### src/rtl/imem_loader_pkg.sv
// ---------------------------------------------------------------------------
// tiny_proc_pkg
// Shared constants for the tiny processor: datapath/instruction widths,
// instruction memory depth, PC (imem address) width and the state encoding
// of the imem loader FSM.
// No ports (package).
// ---------------------------------------------------------------------------
package tiny_proc_pkg;

  localparam int DATAPATH_W = 8;
  localparam int INST_W     = 8;
  localparam int IMEM_SZ    = 16;
  localparam int PC_W       = $clog2(IMEM_SZ);

  // Loader FSM encoding, kept as plain constants so older tools and
  // hand-written probes can compare against fixed bit patterns.
  typedef logic [1:0] ldr_state_t;

  localparam ldr_state_t ST_IDLE  = 2'd0;
  localparam ldr_state_t ST_RECV  = 2'd1;
  localparam ldr_state_t ST_CHECK = 2'd2;
  localparam ldr_state_t ST_DONE  = 2'd3;

endpackage

### src/rtl/imem_loader_sync_edge_det.sv
// ---------------------------------------------------------------------------
// sync_edge_det
// Brings one asynchronous level into the clk domain through a SYNC_STAGES
// flop chain and produces registered one-cycle rising/falling edge pulses.
// Ports:
//   clk     : system clock
//   rst_n   : asynchronous active-low reset
//   async_i : asynchronous input level
//   rise_o  : one-cycle pulse after a synchronized 0->1 transition
//   fall_o  : one-cycle pulse after a synchronized 1->0 transition
// ---------------------------------------------------------------------------
module sync_edge_det #(
  parameter int SYNC_STAGES = 2
) (
  input  logic clk,
  input  logic rst_n,
  input  logic async_i,
  output logic rise_o,
  output logic fall_o
);

  logic [SYNC_STAGES-1:0] sync_q;
  logic                   prev_q;
  logic                   rise_q;
  logic                   fall_q;

  // Edge pulses are registered so the loader sees a clean single-cycle
  // event; this adds one cycle on top of the synchronizer depth.
  always_ff @(posedge clk or negedge rst_n) begin
    if (!rst_n) begin
      sync_q <= '0;
      prev_q <= 1'b0;
      rise_q <= 1'b0;
      fall_q <= 1'b0;
    end else begin
      sync_q <= {sync_q[SYNC_STAGES-2:0], async_i};
      prev_q <= sync_q[SYNC_STAGES-1];
      rise_q <= sync_q[SYNC_STAGES-1] & ~prev_q;
      fall_q <= ~sync_q[SYNC_STAGES-1] & prev_q;
    end
  end

  assign rise_o = rise_q;
  assign fall_o = fall_q;

endmodule

### src/rtl/imem_loader.sv
// ---------------------------------------------------------------------------
// imem_loader
// Writer side of the instruction memory. Receives a IMEM_SZ-byte program
// from the host (byte per strobe rising edge inside a load_en window),
// writes each byte to imem, stalls the core while loading and checks a
// trailing XOR checksum byte.
// Ports:
//   clk       : system clock
//   rst_n     : asynchronous active-low reset
//   load_en   : async host load window level
//   strobe    : async host byte strobe, rising edge = data_in valid
//   data_in   : host byte
//   wr_en     : one-cycle imem write pulse
//   wr_addr   : imem write address
//   wr_data   : imem write data
//   core_hold : stall/reset request to the core
//   busy      : loader in RECV or CHECK
//   done      : full image plus checksum received
//   csum_err  : checksum mismatch or aborted load (sticky until next load)
//   count     : bytes accepted in current load, checksum byte included
// ---------------------------------------------------------------------------
module imem_loader #(
  parameter int IMEM_SZ     = tiny_proc_pkg::IMEM_SZ,
  parameter int ADDR_W      = tiny_proc_pkg::PC_W,
  parameter int DATA_W      = tiny_proc_pkg::INST_W,
  parameter int SYNC_STAGES = 2
) (
  input  logic              clk,
  input  logic              rst_n,
  input  logic              load_en,
  input  logic              strobe,
  input  logic [DATA_W-1:0] data_in,
  output logic              wr_en,
  output logic [ADDR_W-1:0] wr_addr,
  output logic [DATA_W-1:0] wr_data,
  output logic              core_hold,
  output logic              busy,
  output logic              done,
  output logic              csum_err,
  output logic [ADDR_W:0]   count
);

  import tiny_proc_pkg::*;

  localparam logic [ADDR_W-1:0] LAST_ADDR = ADDR_W'(IMEM_SZ - 1);

  logic load_rise;
  logic load_fall;
  logic strb_rise;
  logic strb_fall_unused;

  sync_edge_det #(.SYNC_STAGES(SYNC_STAGES)) u_load_sync (
    .clk     (clk),
    .rst_n   (rst_n),
    .async_i (load_en),
    .rise_o  (load_rise),
    .fall_o  (load_fall)
  );

  sync_edge_det #(.SYNC_STAGES(SYNC_STAGES)) u_strb_sync (
    .clk     (clk),
    .rst_n   (rst_n),
    .async_i (strobe),
    .rise_o  (strb_rise),
    .fall_o  (strb_fall_unused)
  );

  ldr_state_t        state_q,   state_d;
  logic [ADDR_W-1:0] addr_q,    addr_d;
  logic [DATA_W-1:0] csum_q,    csum_d;
  logic [ADDR_W:0]   count_q,   count_d;
  logic              wr_en_q,   wr_en_d;
  logic [ADDR_W-1:0] wr_addr_q, wr_addr_d;
  logic [DATA_W-1:0] wr_data_q, wr_data_d;
  logic              hold_q,    hold_d;
  logic              busy_q,    busy_d;
  logic              done_q,    done_d;
  logic              err_q,     err_d;

  always_comb begin
    state_d   = state_q;
    addr_d    = addr_q;
    csum_d    = csum_q;
    count_d   = count_q;
    wr_en_d   = 1'b0;
    wr_addr_d = wr_addr_q;
    wr_data_d = wr_data_q;
    hold_d    = hold_q;
    busy_d    = busy_q;
    done_d    = done_q;
    err_d     = err_q;

    case (state_q)
      ST_IDLE: begin
        // A strobe edge coinciding with the load start is deliberately dropped.
        if (load_rise) begin
          state_d = ST_RECV;
          addr_d  = '0;
          csum_d  = '0;
          count_d = '0;
          done_d  = 1'b0;
          err_d   = 1'b0;
          hold_d  = 1'b1;
          busy_d  = 1'b1;
        end
      end

      ST_RECV, ST_CHECK: begin
        // Abort has priority over any byte arriving in the same cycle.
        if (load_fall) begin
          state_d = ST_IDLE;
          hold_d  = 1'b0;
          busy_d  = 1'b0;
          done_d  = 1'b0;
          err_d   = 1'b1;
        end else if (strb_rise) begin
          count_d = count_q + 1'b1;
          if (state_q == ST_RECV) begin
            wr_en_d   = 1'b1;
            wr_addr_d = addr_q;
            wr_data_d = data_in;
            csum_d    = csum_q ^ data_in;
            // Address parks on the last word instead of wrapping.
            if (addr_q == LAST_ADDR) begin
              state_d = ST_CHECK;
            end else begin
              addr_d = addr_q + 1'b1;
            end
          end else begin
            err_d   = (data_in != csum_q);
            done_d  = 1'b1;
            busy_d  = 1'b0;
            state_d = ST_DONE;
          end
        end
      end

      ST_DONE: begin
        // Core stays held until the host closes the load window.
        if (load_fall) begin
          state_d = ST_IDLE;
          hold_d  = 1'b0;
        end
      end

      default: state_d = ST_IDLE;
    endcase
  end

  always_ff @(posedge clk or negedge rst_n) begin
    if (!rst_n) begin
      state_q   <= ST_IDLE;
      addr_q    <= '0;
      csum_q    <= '0;
      count_q   <= '0;
      wr_en_q   <= 1'b0;
      wr_addr_q <= '0;
      wr_data_q <= '0;
      hold_q    <= 1'b0;
      busy_q    <= 1'b0;
      done_q    <= 1'b0;
      err_q     <= 1'b0;
    end else begin
      state_q   <= state_d;
      addr_q    <= addr_d;
      csum_q    <= csum_d;
      count_q   <= count_d;
      wr_en_q   <= wr_en_d;
      wr_addr_q <= wr_addr_d;
      wr_data_q <= wr_data_d;
      hold_q    <= hold_d;
      busy_q    <= busy_d;
      done_q    <= done_d;
      err_q     <= err_d;
    end
  end

  assign wr_en     = wr_en_q;
  assign wr_addr   = wr_addr_q;
  assign wr_data   = wr_data_q;
  assign core_hold = hold_q;
  assign busy      = busy_q;
  assign done      = done_q;
  assign csum_err  = err_q;
  assign count     = count_q;

endmodule

### config.mk
export PLATFORM = sky130hd
export DESIGN_NAME = imem_loader
export DESIGN_NICKNAME = d
export VERILOG_FILES = /design/src/rtl/imem_loader_pkg.sv /design/src/rtl/imem_loader_sync_edge_det.sv /design/src/rtl/imem_loader.sv
export SDC_FILE = /design/constraint.sdc
export NUM_CORES = 1
export LEC_CHECK = 0
export ABC_AREA = 1
export BUFFER_PORTS_ARGS = -buffer_cell sky130_fd_sc_hd__buf_2
export CORE_MARGIN = 2
export CORE_UTILIZATION = 53
export CTS_CLUSTER_SIZE = 25
export DETAILED_ROUTE_END_ITERATION = 8
export GPL_ROUTABILITY_DRIVEN = 1
export HOLD_SLACK_MARGIN = 0.12
export MAX_ROUTING_LAYER = met4
export PLACE_DENSITY = 0.87
export SETUP_SLACK_MARGIN = 0.4
export SYNTH_ARGS = -nofsm -noshare
export SYNTH_HDL_FRONTEND = slang
export SYNTH_SLANG_ARGS = --single-unit
### constraint.sdc
create_clock -name clk -period 2 [get_ports clk]
set_input_delay 0.1 -clock clk [delete_from_list [all_inputs] [get_ports clk]]
set_output_delay 0.1 -clock clk [all_outputs]
set_load 0.01 [all_outputs]
==> impl_metrics.yaml, run 1 <==
synth:
  synthCells: 238
  ys_types: 26
  synth_area_um2: 2131
  synth_edf_count: 0
  synth_ff_type: "dfrtp_1"
  ys_warn_count: 0
  yosysSeqAreaShare: 0.5285
  synth_nets: 258
  synth-seq-cells: 45
  syn_avg_cell_area_um2: 8.953
  ys_async_sr_fraction: 1.000
sta:
  setup_viol: 0
  setup_tns_ps: 0
  worst_pin_slew_ps: 333.0
  maxSlewViolCount: 0
  max_freq_mhz: 644.0
  rsz0062_at_grt: "true"
  finalCritPeriodShare: 0.7764
  relSlewSlack: 0.7780
  fin_skew_ps: 7.555
  hold_viol_final: 0
  layout_min_cycle_time_ps: 1553
layout:
  area_growth_pct: 24.55
  final_cell_mix: "70 x nand2_1, 45 x dfrtp_1, 33 x buf_2"
  final_nets: 315
  layout.cells.non_filler: 346
  stdcell_area_um2: 2654
  final_common_cell: "nand2_1"
  drive_gt1_frac: 0.2804
  antenna_cells: 0
global_routing:
  grt_usage: 0.2108
  gr-total-overflow: 0
  antenna_found_initial: 0
  grt_pass1_wl_um: 6893
  first_global_vias: 1646
  grt_start_max_net_pins: 19
placed_design:
  routabilityCongestion: 0.9086
  dpl.cell_count: 323
  post-dp-hpwl_um: 2923
  place_area_um2: 2359
  placement.io_buffers: 33
critical_path:
  startpoint_type: "flop"
  slowest_stage: "dfrtp_1"
  crit_type: "reg -> reg"
  critPathTopFamily: "simple AND/OR/NAND/NOR gates"
  timing.rr.start: "state_q[0]"
  worstPathRequired_ps: 2180
  cp_cell_sequence: "buf_4, ha_1, nand2_1, nor2_2, o21ai_0, nand3_1, nand2_1, o21ai_0"
  cp_num_buf_inv: 1
  slowest_delay_ps: 410
  endpoint_kind: "flop"
  worstSetupStartpoint: "state_q[0]"
  critPathMaxFanout: 4
  worst_ep_arrival_time_ps: 1730
detailed_routing:
  drc: 0
  detail_route.wirelength_um: 4190
  first_pass_iters: 4
  avgViaCountPerCell: 4.931
  first_iter_violations: 63
  routedWlPerCell_um: 12.11
  ant_nets: 0
  route.vias.total: 1706
clocking:
  cts_sinks: 45
  htreeDepth: 2
  clockRootBuffer: "clkbuf_8"
  numCtsBuffers: 5
  clkTransAtPathRegs_ps: 80
  clock_path_buffers: 2
  insertion_delay_ps: 310
  cts_tree: "built"
hold_path:
  hp-class: "in -> async"
floorplan:
  fp-row-count: 23
  die_height_um: 67.41
  ios: 34
  core-area_um2: 3943
  die_w_um: 67.41
  dieArea_um2: 4543
  initial_utilization: 0.5405
power:
  power_leakage_nw: 1.393
  power.density_nw_per_um2: 1521
  ir_drop_mv: 0.6014
job:
  maxCapViolations: 0
outcome:
  status: "finished clean"
routing by layer:
layer | wire [um] | part of all wire | track usage
met1 | 1859 | 0.44 | 0.2407
met2 | 2084 | 0.50 | 0.3490
met3 | 153 | 0.037 | 0.05000
met4 | 93 | 0.022 | 0.1020
met5 | 0 | 0 | -
per-stage QoR:
| step | total power (W) | hold slack, ps | worst slack (ps) | utilization |
|---|---|---|---|---|
| after floorplan | 0.002730 | -195.6 | 483.0 | - |
| after global placement | 0.003098 | 18.54 | 346.7 | 0.5982 |
| after detailed placement | 0.003172 | 20.55 | 258.5 | 0.5982 |
| after CTS | 0.003922 | 225.8 | 411.4 | 0.6620 |
| after global routing | 0.004376 | 272.5 | 375.2 | 0.6731 |
| final | 0.004038 | 217.1 | 447.1 | 0.6731 |
area by class of cell:
| class | count | area (um^2) |
|---|---|---|
| sequential | 45 | 1126 |
| clock inverter | 1 | 5.005 |
| multi-input combinational | 158 | 873.3 |
| timing repair buffer | 55 | 372.9 |
| tap | 50 | 62.56 |
| inverter | 30 | 117.6 |
| fill | 304 | 1289 |
| clock buffer | 7 | 96.34 |
worst paths after layout:
path,slack (ps),to,cells after the start
worst max-delay path,450,state_q[1],8
worst min-delay path,220,wr_data[1],2
worst max register to register,450,state_q[1],8
worst min register to register,350,u_load_sync.sync_q[1],0
max in group asynchronous,1230,state_q[0],3
min in group clk,350,u_load_sync.sync_q[1],0
cell families after synthesis:
group	Yosys count	synth area share
fa+ha+maj	8	0.04698
flops	45	0.5285
xor+xnor	7	0.02877
buf+inv	35	0.07986
simple gates	111	0.2261
compound gates	32	0.08984
sequential cells by signal (all words and copies together), names as in the netlist:
register	flops
csum_q	8
wr_data	8
count	5
addr_q	4
wr_addr	4
state_q	2
u_load_sync.sync_q	2
u_strb_sync.sync_q	2
busy	1
core_hold	1
csum_err	1
done	1
u_load_sync.fall_o	1
u_load_sync.prev_q	1
u_load_sync.rise_o	1
u_strb_sync.prev_q	1
u_strb_sync.rise_o	1
wr_en	1
Yosys cell counts (2+ instances only):
cell	number	share of area
inv_1	26	0.046
nand2_1	71	0.13
nor2_2	2	0.0059
buf_6	4	0.021
o21ai_2	7	0.029
inv_2	3	0.0053
nor2_1	15	0.026
o21ai_1	7	0.016
nand3_1	12	0.028
dfrtp_1	45	0.53
o21ai_0	13	0.031
xor2_1	6	0.025
a21oi_1	3	0.0070
ha_1	8	0.047
nand2_2	5	0.015
power by group:
part           internal, W  leakage (nW)  switching (W)  total (W)
clock network     0.000312        0.0542       0.000301   0.000613
registers          0.00121         0.568       0.000186    0.00139
logic             0.000831         0.770        0.00120    0.00203
total              0.00235          1.39        0.00169    0.00404
what timing repair did:
item | CTS | global route
hold buffers | 11 | 0
setup endpoints to repair | 28 | 22
gates cloned | 0 | 1
setup buffers | 2 | 1
gates resized for setup | 6 | 11
hold endpoints to repair | 55 | 0
pin swaps | 0 | 1
No activity file was read; power rests on OpenSTA's default activity.
==> run 2: changes to the inputs <==
--- a/config.mk
+++ b/config.mk
@@ -5,7 +5,7 @@
 export SDC_FILE = /design/constraint.sdc
 export NUM_CORES = 1
 export LEC_CHECK = 0
-export ABC_AREA = 1
+export ABC_AREA = 0
 export BUFFER_PORTS_ARGS = -buffer_cell sky130_fd_sc_hd__buf_2
 export CORE_MARGIN = 2
 export CORE_UTILIZATION = 53
==> constraint.sdc (replaced) <==
create_clock -name clk -period 1.55 [get_ports clk]
set_input_delay 0.0775 -clock clk [delete_from_list [all_inputs] [get_ports clk]]
set_output_delay 0.0775 -clock clk [all_outputs]
set_load 0.01 [all_outputs]
==> run 2 against run 1 <==
Effect of this change:
- total power up 68%
- critical endpoint is now addr_q[2]
- register-to-register slack worse by 700 ps
- flip-flop and latch count unchanged
- the run now ends with setup timing left
- clock skew up 6.1 ps
- global-route usage rose by 4.4 points
==> impl_metrics.yaml, run 2 <==
floorplan:
  core-area_um2: 3943
  ios: 34
  fp-row-count: 23
  die_height_um: 67.35
  initial_utilization: 0.5395
  dieArea_um2: 4536
  die_w_um: 67.35
layout:
  final_common_cell: "dfrtp_1"
  final_nets: 289
  drive_gt1_frac: 0.4519
  final_cell_mix: "45 x dfrtp_1, 33 x buf_2, 20 x buf_4"
  area_growth_pct: 41.53
  antenna_cells: 0
  stdcell_area_um2: 3010
critical_path:
  slowest_delay_ps: 470
  startpoint_type: "flop"
  critPathMaxFanout: 6
  timing.rr.start: "state_q[1]"
  timing.rr.end: "addr_q[2]"
  cp_cell_sequence: "inv_2, ha_4, buf_6, buf_4, o221ai_2, or4_1, o211ai_1"
  reg2reg_slack_ps: -250
  worst_ep_arrival_time_ps: 2010
  r2r_cells: 7
  slowest_stage: "or4_1"
  crit_type: "reg -> reg"
  worstPathRequired_ps: 1760
  endpoint_kind: "flop"
sta:
  layout_setup_ws_ps: -252.2
  worst_pin_slew_ps: 544.2
  layout_min_cycle_time_ps: 1802
  setup_tns_ps: -5692
  hold_viol_final: 0
  setup_viol: 33
  maxSlewViolCount: 0
  rsz0062_at_grt: "true"
  whs_ps: 137.2
  max_freq_mhz: 554.9
  finalCritPeriodShare: 1.163
  relSlewSlack: 0.6372
  fin_skew_ps: 13.65
detailed_routing:
  first_pass_iters: 4
  avgViaCountPerCell: 5.588
  route.vias.total: 1788
  routedWlPerCell_um: 17.07
  detail_route.wirelength_um: 5463
  drc: 0
  first_iter_violations: 138
  ant_nets: 0
global_routing:
  first_global_vias: 1707
  grt_usage: 0.2547
  gr-total-overflow: 0
  grt_start_max_net_pins: 46
  grt_pass1_wl_um: 8114
  antenna_found_initial: 0
synth:
  ys_async_sr_fraction: 1.000
  synth-xor-area-share: 0.03294
  synth_top_area_frac: 0.5294
  syn_avg_cell_area_um2: 11.14
  synth_nets: 211
  ys_warn_count: 0
  synth_ff_type: "dfrtp_1"
  synthCells: 191
  synth-simple-area-share: 0.1512
  yosysSeqAreaShare: 0.5294
  synth_common_cells: "45 x dfrtp_1, 20 x o21ai_0, 15 x mux2_2, 12 x nand2_1"
  synth_top_family_by_area: "simple AND/OR/NAND/NOR gates"
  synth_edf_count: 0
  synth-seq-cells: 45
  synth.area.top_cells: "dfrtp_1 53%, mux2_2 7.9%, ha_1 4.7%"
  ys_types: 42
  yosysMostFrequentCell: "dfrtp_1"
  yosys.area.top_type: "dfrtp_1"
  synth_compound_area_frac: 0.1229
  yosys.area_share.adder: 0.04706
  synth_area_um2: 2127
  yosys-mux-area-fraction: 0.08882
hold_path:
  hold_depth: 4
  hp-class: "in -> reg"
  hold_path_end: "csum_q[1]"
  hp-start: "data_in[1]"
clocking:
  clockRootBuffer: "clkbuf_8"
  insertion_delay_ps: 310
  cts_sinks: 45
  htreeDepth: 2
  numCtsBuffers: 5
  clock_path_buffers: 2
  clkTransAtPathRegs_ps: 90
  cts_tree: "built"
placed_design:
  place_area_um2: 2565
  placement.io_buffers: 33
  post-dp-hpwl_um: 3305
  place_ws_ps: -290.6
  routabilityCongestion: 0.8218
power:
  ir_drop_mv: 1.410
  power_leakage_nw: 1.422
  power.density_nw_per_um2: 2251
job:
  maxCapViolations: 0
outcome:
  status: "finished, violations left"
  violations: "setup timing"
## run 2: layer usage
metal,global-route usage,part of all wire,up-vias
met5,-,0,-
met1,0.2908,0.41,893
met4,0.08929,0.016,0
met3,0.04833,0.036,12
li1,-,-,828
met2,0.4468,0.54,55
## run 2: cell families after synthesis
family / count (synthesis)
XOR/XNOR: 8
AND/OR/NAND/NOR: 60
adder cells (fa/ha/maj): 8
AO/OA/AOI/OAI: 40
multiplexers: 17
flip-flops: 45
buffers and inverters: 13
## run 2: stage by stage
step / utilization / power (W) / cells
after floorplan: - / 0.003930 / 191
after global placement: 0.6506 / 0.004813 / 293
after detailed placement: 0.6506 / 0.005008 / 293
after CTS: 0.7398 / 0.006361 / 317
after global routing: 0.7636 / 0.007211 / 320
final: 0.7636 / 0.006776 / 320
## run 2: worst max-delay path, delay by kind of cell (launching register included)
family	cells	cell delay (ps)
fa+ha+maj	1	310
buf+inv	3	290
compound gates	2	230
simple gates	1	470
flops	1	400
## run 2: how the worst max path moves through the flow
stage               startpoint   endpoint  slack (ps)  cells past startpoint
finish              state_q[1]  addr_q[2]        -250                      7
global route        state_q[1]  addr_q[2]        -310                      7
CTS                 state_q[1]  csum_q[0]        -220                      5
detailed placement  state_q[1]  csum_q[0]        -290                      5
global placement    state_q[1]  csum_q[3]        -190                      5
floorplan           state_q[0]  csum_q[5]        -150                      5
## run 2: cell type report
| type | instances | area [um^2] |
|---|---|---|
| clock buffer | 5 | 68.82 |
| tap | 50 | 62.56 |
| clock inverter | 3 | 25.02 |
| fill | 235 | 932.1 |
| sequential | 45 | 1126 |
| inverter | 7 | 28.78 |
| timing repair buffer | 76 | 569.3 |
| multi-input combinational | 134 | 1130 |
## run 2: power breakdown
group / switching, W / internal, W
logic: 0.00198 / 0.00214
clock network: 0.000426 / 0.000325
registers: 0.000312 / 0.00159
total: 0.00272 / 0.00406
## run 2: repair_timing
action,CTS,global route
hold buffers,11,0
pin swaps,10,11
endpoints found under the setup margin,36,36
gates cloned,1,0
buffers inserted,4,3
gates resized for setup,30,21
hold endpoints to repair,60,0
==> run 3: changes to the inputs <==
--- a/config.mk
+++ b/config.mk
@@ -7,14 +7,16 @@
 export LEC_CHECK = 0
 export ABC_AREA = 0
 export BUFFER_PORTS_ARGS = -buffer_cell sky130_fd_sc_hd__buf_2
+export CELL_PAD_IN_SITES_DETAIL_PLACEMENT = 1
+export CELL_PAD_IN_SITES_GLOBAL_PLACEMENT = 1
 export CORE_MARGIN = 2
-export CORE_UTILIZATION = 53
+export CORE_UTILIZATION = 44
 export CTS_CLUSTER_SIZE = 25
 export DETAILED_ROUTE_END_ITERATION = 8
 export GPL_ROUTABILITY_DRIVEN = 1
 export HOLD_SLACK_MARGIN = 0.12
 export MAX_ROUTING_LAYER = met4
-export PLACE_DENSITY = 0.87
+export PLACE_DENSITY = 0.91
 export SETUP_SLACK_MARGIN = 0.4
 export SYNTH_ARGS = -nofsm -noshare
 export SYNTH_HDL_FRONTEND = slang
==> run 3 against run 2 <==
Effect of this change:
- the run still ends with setup timing left
- worst hold slack worse by 4.0 ps
- maximum frequency shrank 5.1%
- clock skew down 2.0 ps
- global-route usage increased by 4.5 points
- die area grew 19%
- final area increased by 8.5%
- clock power grew 24%
- clock-buffer cell count is 1 higher
- critical endpoint is now csum_q[6]
- highest routed layer unchanged
==> impl_metrics.yaml, run 3 (same netlist as run 2, synthesis figures left out) <==
outcome:
  status: "finished, violations left"
  violations: "setup timing"
detailed_routing:
  detail_route.wirelength_um: 8389
  first_pass_iters: 4
  avgViaCountPerCell: 5.805
  route.vias.total: 1962
  routedWlPerCell_um: 24.82
  ant_nets: 0
  first_iter_violations: 117
  drc: 0
sta:
  setup_tns_ps: -7700
  layout_min_cycle_time_ps: 1900
  fin_skew_ps: 11.67
  relSlewSlack: 0.6457
  finalCritPeriodShare: 1.226
  max_freq_mhz: 526.3
  maxSlewViolCount: 0
  worst_pin_slew_ps: 526.5
  hold_viol_final: 0
  rsz0062_at_grt: "true"
  layout_setup_ws_ps: -350.0
  setup_viol: 35
clocking:
  cts_sinks: 45
  numCtsBuffers: 5
  cts_tree: "built"
  clock_path_buffers: 2
  clockRootBuffer: "clkbuf_8"
  htreeDepth: 2
  clkTransAtPathRegs_ps: 100
  insertion_delay_ps: 320
floorplan:
  die_w_um: 73.53
  fp-row-count: 25
  dieArea_um2: 5407
  die_height_um: 73.53
  initial_utilization: 0.4533
  core-area_um2: 4692
  ios: 34
hold_path:
  hp-class: "in -> reg"
layout:
  final_cell_mix: "44 x dfrtp_1, 33 x buf_2, 21 x buf_4, 21 x buf_6, 12 x mux2_2"
  drive_gt1_frac: 0.5088
  final_common_cell: "dfrtp_1"
  n_fill_cell: 466
  area_growth_pct: 53.53
  final_nets: 302
critical_path:
  worst_ep_arrival_time_ps: 2100
  slowest_delay_ps: 520
  cp_cell_sequence: "inv_2, ha_4, a2111o_2, buf_6, a221o_1"
  critPathMaxFanout: 6
  endpoint_kind: "flop"
  worstPathRequired_ps: 1750
  slowest_stage: "a2111o_2"
  startpoint_type: "flop"
  crit_type: "reg -> reg"
placed_design:
  routabilityCongestion: 0.8616
  post-dp-hpwl_um: 3766
  place_ws_ps: -316.4
  placement.io_buffers: 33
global_routing:
  use_met2: 0.5179
  antenna_found_initial: 1
  gr-total-overflow: 0
  globalRouteMet3Util: 0.04938
  grt_pass1_wl_um: 11300
  grt_start_max_net_pins: 28
  first_global_vias: 2054
  busiest_layer: "met2"
  grt_usage: 0.2993
  grt_use_met1: 0.3445
power:
  power_w: 0.007943
  ir_drop_mv: 1.443
  power.density_nw_per_um2: 2432
  power_leakage_nw: 1.539
  p_sw_w: 0.003394
  p_sw_frac: 0.4272
  power_frac_seq: 0.250
  internal-power_w: 0.004550
  power_frac_comb: 0.633
  p_clk_frac: 0.117
job:
  maxCapViolations: 0
## run 3: through the flow
stage	utilization	hold WS (ps)	instances	cell area [um^2]
2_1_floorplan	-	-218.1	191	2202
3_3_place_gp	0.5520	42.34	298	2590
3_5_place_dp	0.5520	50.66	298	2590
4_1_cts	0.6648	131.4	333	3119
5_1_grt	0.6960	144.0	338	3266
6_report	0.6960	133.2	338	3266
## run 3: final cells by class
class | count | area [um^2] | area share
multi-input cells | 133 | 1171 | 0.3586
flip-flops and latches | 45 | 1127 | 0.3452
repair buffers | 90 | 757.0 | 0.2318
clock buffers | 6 | 72.57 | 0.02222
well taps | 54 | 67.56 | 0.02069
clock inverters | 2 | 38.79 | 0.01188
inverters | 7 | 28.78 | 0.008812
diodes | 1 | 2.502 | 0.0007663
## run 3: power by group through the flow
| stage | sequential [W] | combinational, W | clock [W] |
|---|---|---|---|
| 2_1_floorplan | 0.00197 | 0.00196 | 0 |
| 3_3_place_gp | 0.00187 | 0.00303 | 0 |
| 3_5_place_dp | 0.00191 | 0.00320 | 0 |
| 4_1_cts | 0.00189 | 0.00413 | 0.000922 |
| 5_1_grt | 0.00202 | 0.00526 | 0.000991 |
| 6_report | 0.00198 | 0.00503 | 0.000930 |
## run 3: what timing repair did
| item | CTS | global route |
|---|---|---|
| gates resized for setup | 44 | 33 |
| endpoints found under the setup margin | 36 | 36 |
| pin swaps | 10 | 13 |
| hold buffers | 11 | 0 |
| buffers inserted | 15 | 4 |
| endpoints found under the hold margin | 60 | 0 |
| cloned | 1 | 0 |
## run 3: final timing paths
check	start	end	slack [ps]	cells after the start
max	state_q[1]	csum_q[6]	-350	5
min	data_in[1]	csum_q[1]	130	4
max reg2reg	state_q[1]	csum_q[6]	-350	5
min reg2reg	u_strb_sync.sync_q[0]	u_strb_sync.sync_q[1]	360	0
max in group asynchronous	rst_n	u_load_sync.rise_o	790	3
min in group asynchronous	rst_n	u_load_sync.sync_q[0]	260	2
## run 3: metal layers
layer | vias to the layer above | routed length, um
met5 | - | 0
li1 | 853 | -
met1 | 1017 | 3297
met2 | 67 | 4457
met4 | 0 | 331
met3 | 25 | 303
## run 3: worst max-delay path: cells and delay by family (launching register included)
kind                     cells  cell delay (ps)
AO/OA/AOI/OAI                2              850
flip-flops                   1              450
buffers and inverters        2              270
adder cells (fa/ha/maj)      1              220
